## config.mk

```make
export PLATFORM = sky130hd
export DESIGN_NAME = pe_input_skew_feeder
export DESIGN_NICKNAME = d
export VERILOG_FILES = /design/src/rtl/pe_input_skew_feeder.sv
export SDC_FILE = /design/constraint.sdc
export NUM_CORES = 1
export LEC_CHECK = 0
export BUFFER_PORTS_ARGS = -buffer_cell sky130_fd_sc_hd__buf_4
export CORE_UTILIZATION = 49
export DETAILED_ROUTE_END_ITERATION = 8
export HOLD_SLACK_MARGIN = 0.05
export PLACE_DENSITY = 0.72
export SLEW_MARGIN = 30
export SYNTH_ARGS = -nofsm -noshare
export SYNTH_HDL_FRONTEND = slang
export SYNTH_SLANG_ARGS = --single-unit
```

## constraint.sdc

```tcl
create_clock -name clk -period 13.4 [get_ports clk]
set_clock_uncertainty 0.05 [all_clocks]
set_input_delay 2.01 -clock clk [delete_from_list [all_inputs] [get_ports clk]]
set_output_delay 2.01 -clock clk [all_outputs]
set_load 0.01 [all_outputs]
```

## src/rtl/pe_input_skew_feeder.sv

```systemverilog
// pe_input_skew_feeder: sequences a K-beat job and feeds a systolic column with a triangular lane skew.
module pe_input_skew_feeder #(
    parameter int ROWS       = 4,
    parameter int DATA_WIDTH = 16,
    parameter int LEN_WIDTH  = 16
) (
    input  logic                       clk,
    input  logic                       rst,
    input  logic                       start,
    input  logic [LEN_WIDTH-1:0]       len,
    output logic                       busy,
    output logic                       done,
    input  logic                       in_valid,
    output logic                       in_ready,
    input  logic [ROWS*DATA_WIDTH-1:0] in_data,
    output logic [ROWS*DATA_WIDTH-1:0] out_data,
    output logic [ROWS-1:0]            out_valid
);
    typedef enum logic [1:0] {IDLE, STREAM, DRAIN, DONE} state_t;
    state_t state, state_nx;
    logic [LEN_WIDTH-1:0] k, cnt, drain_cnt;
    logic acc;
    assign in_ready = (state == STREAM) && (cnt != k);
    assign acc      = in_valid & in_ready;
    assign busy     = state != IDLE;
    assign done     = state == DONE;
    // DONE doubles as the completion cycle for every job, keeping busy high through it
    always_comb begin
        state_nx = state;
        case (state)
            IDLE:    if (start) state_nx = (len == '0) ? DONE : STREAM;
            STREAM:  if (acc && cnt == k - LEN_WIDTH'(1)) state_nx = (ROWS == 1) ? DONE : DRAIN;
            DRAIN:   if (drain_cnt == LEN_WIDTH'(ROWS - 2)) state_nx = DONE;
            default: state_nx = IDLE;
        endcase
    end
    always_ff @(posedge clk or posedge rst) begin
        if (rst) begin
            state     <= IDLE;
            k         <= '0;
            cnt       <= '0;
            drain_cnt <= '0;
        end else begin
            state <= state_nx;
            if (state == IDLE && start) begin
                k   <= len;
                cnt <= '0;
            end else if (acc) begin
                cnt <= cnt + LEN_WIDTH'(1);
            end
            drain_cnt <= (state == DRAIN) ? drain_cnt + LEN_WIDTH'(1) : '0;
        end
    end
    for (genvar g = 0; g < ROWS; g++) begin : g_lane
        logic [DATA_WIDTH-1:0] d [g+1];
        logic                  v [g+1];
        always_ff @(posedge clk or posedge rst) begin
            if (rst) begin
                for (int j = 0; j <= g; j++) begin
                    d[j] <= '0;
                    v[j] <= 1'b0;
                end
            end else begin
                d[0] <= acc ? in_data[g*DATA_WIDTH +: DATA_WIDTH] : '0;
                v[0] <= acc;
                for (int j = 1; j <= g; j++) begin
                    d[j] <= d[j-1];
                    v[j] <= v[j-1];
                end
            end
        end
        assign out_valid[g]                         = v[g];
        assign out_data[g*DATA_WIDTH +: DATA_WIDTH] = v[g] ? d[g] : '0;
    end
endmodule

```

==> run summary <==
PortBufs - 154
max cap viols - 0
Bufs on Longest Clock Path - 3
sequential fraction of the synthesis area - 0.654
Resize count post-CTS - 0
clk sinks - 214
Core Box Area - 16100 µm²
Synth area leaders - dfrtp_1 (65%), and2_1 (11%), xnor2_1 (3.5%), nand2_1 (2.3%), xor2_1 (1.9%)
Initial Util - 0.508
FF+latch count, synth - 214
Overflow after GRT - 0
outcome - completed
HP Class - reg -> reg
leakage - 5.15 nW
maximum VDD drop - 0.127 mV
fmax - 236 MHz
routed length per instance - 15.4 µm
initial antenna violation count - 0
FF+latch area - 5360 µm²
Clock Latency Late Sink - 0.48 ns
vias in the first global route - 5279
worst slack, placed - 9.12 ns
Routed WL - 16100 µm
Setup Buffers After CTS - 0
top cell type by total area after synthesis - dfrtp_1
Post-Synthesis Cell Area - 8190 µm²
Post-Syn Nets - 762
cts hold-fix bufs - 0
iteration-0 DRC count of the detailed router - 179
Final Worst Setup Slack - 9.16 ns
Rel. slew slack - 0.465
via count - 5245
clock transition at the registers of the reported paths - 0.06 ns
row cnt - 46
DP HPWL - 11200 µm
GRT Total Usage - 0.192
type of the worst setup path - reg -> out
Max Slew Vio Count - 0
number of synthesized flops with an enable pin - 0
area share of the largest cell type after synthesis - 0.654
Post-DRT Antenna Nets - 0
share of cells above drive strength 1 - 0.245
TritonCTS buffer count - 21
DRC viols - 0
Tightest Pin Transition - 0.797 ns
crit path DAT - 2.18 ns
Crit. End Element - output port
Fin. Hold Viols - 0
top cells by count, synth - dfrtp_1 (214), and2_1 (143), nand2_1 (51), xnor2_1 (33), clkbuf_1 (25)
largest net degree at the start of global routing - 152
Inserted Diodes - 0
Layout area overhead - 24.3%
count leader, synth - dfrtp_1
pwr/cell area - 173 nW/µm²
endpoints failing setup - 0
setup TNS - 0 ns
CP max FO - 7
mean post-synth cell area - 12.2 µm²
fin crit period - 4.24 ns
RSZ-0062 raised after global routing - no
ys flop type - dfrtp_1
# H-tree levels - 1
Final Cycle Share - 0.316
wire length of the first global-routing pass - 26900 µm
Die Y - 131 µm
final net count - 910
die width - 131 µm
Synth cell types - 57
die area - 17200 µm²
root buf cell - clkbuf_16
routed vias/inst - 5.01
routability cong. - 0.886
fill count - 1244
Post-Syn Instances - 669
drt first pass iters - 4
Worst Setup Start Kind - flip-flop
WP data required - 11.34 ns
Synth async-reset ratio - 1.00
Ports - 155
Synth warnings - 0
Multi-input gate area - 2660 µm²
CTS tree - yes
kinds of logic after synthesis:
group	after synthesis	share of synthesized area
and+or+nand+nor	309	0.215
adders and majority gates	9	0.0137
xor gates and xnor gates	51	0.0545
muxes	2	0.00244
AOI/OAI and AO/OA	38	0.0388
buffers and inverters	46	0.0220
DFF	214	0.654
path summary, 6_finish.rpt:
kind,startpoint,to,slack (ns),cells after the start
setup reg to reg,k[0]$_DFFE_PP0P_,state[0]$_DFFE_PP0P_,10.31,9
max in group asynchronous,rst,g_lane[0].d[3]$_DFF_PP0_,10.41,3
hold reg to reg,g_lane[1].d[30]$_DFF_PP0_,g_lane[1].d[14]$_DFF_PP0_,0.30,0
hold / removal,g_lane[1].d[30]$_DFF_PP0_,g_lane[1].d[14]$_DFF_PP0_,0.30,0
setup / recovery,k[3]$_DFFE_PP0P_,in_ready,9.16,5
min in group asynchronous,rst,g_lane[2].d[42]$_DFF_PP0_,1.59,2
cell usage in the layout, fill, tap and decap left out, types with 4 or more instances in the layout:
cell type,n
dfrtp_1,214
buf_4,155
and2_1,142
nand2_1,51
xnor2_1,33
nor2_1,23
nand3_1,22
clkbuf_16,21
xor2_1,18
nor4_1,16
inv_1,14
nor3_1,11
nand4_1,9
ha_1,9
and3_1,8
clkinv_2,6
o21ai_0,5
nor2b_1,4
metrics by stage:
stage / util / hold WS (ns) / power (mW) / cells / instance area, µm²
2_1_floorplan: - / 0.281 / 1.09 / 669 / 8190
3_3_place_gp: 0.590 / 0.281 / 1.20 / 1010 / 9510
3_5_place_dp: 0.590 / 0.285 / 1.22 / 1010 / 9510
4_1_cts: 0.631 / 0.296 / 1.78 / 1047 / 10200
5_1_grt: 0.632 / 0.301 / 1.86 / 1047 / 10200
6_report: 0.632 / 0.295 / 1.76 / 1047 / 10200
report_power, final:
part           internal, mW  total (mW)  switching [mW]
Combinational         0.161       0.371           0.209
Sequential            0.747       0.832          0.0853
Clock                 0.317       0.555           0.239
Total                  1.22        1.76           0.533
layer usage:
layer / wire length, µm / track usage / vias to the layer above / share of wire
met5: 0 / 0 / - / 0
met4: 226 / 0.0433 / 0 / 0.014
met3: 748 / 0.0347 / 22 / 0.046
met2: 7860 / 0.320 / 135 / 0.49
met1: 7280 / 0.263 / 2602 / 0.45
li1: - / - / 2486 / -
area by class of cell:
| class | instances | share of cell area |
|---|---|---|
| clock buffer | 24 | 0.0537 |
| clock inverter | 13 | 0.0109 |
| inverter | 16 | 0.00738 |
| multi-input combinational | 409 | 0.261 |
| sequential | 214 | 0.526 |
| tap | 216 | 0.0266 |
| timing repair buffer | 155 | 0.114 |
sequential cells by signal (all words and copies together), names as in the netlist:
signal / count
cnt: 16
drain_cnt: 16
k: 16
g_lane.d: 160
out_valid: 1
g_lane.v: 3
state: 2
critical path, stage by stage, from the launching register on:
cell	delay (ns)
dfrtp_1	0.46
xor2_1	0.22
or4_1	0.53
nor2_1	0.15
a21boi_0	0.15
buf_4	0.19
No activity file was read; power rests on OpenSTA's default activity.
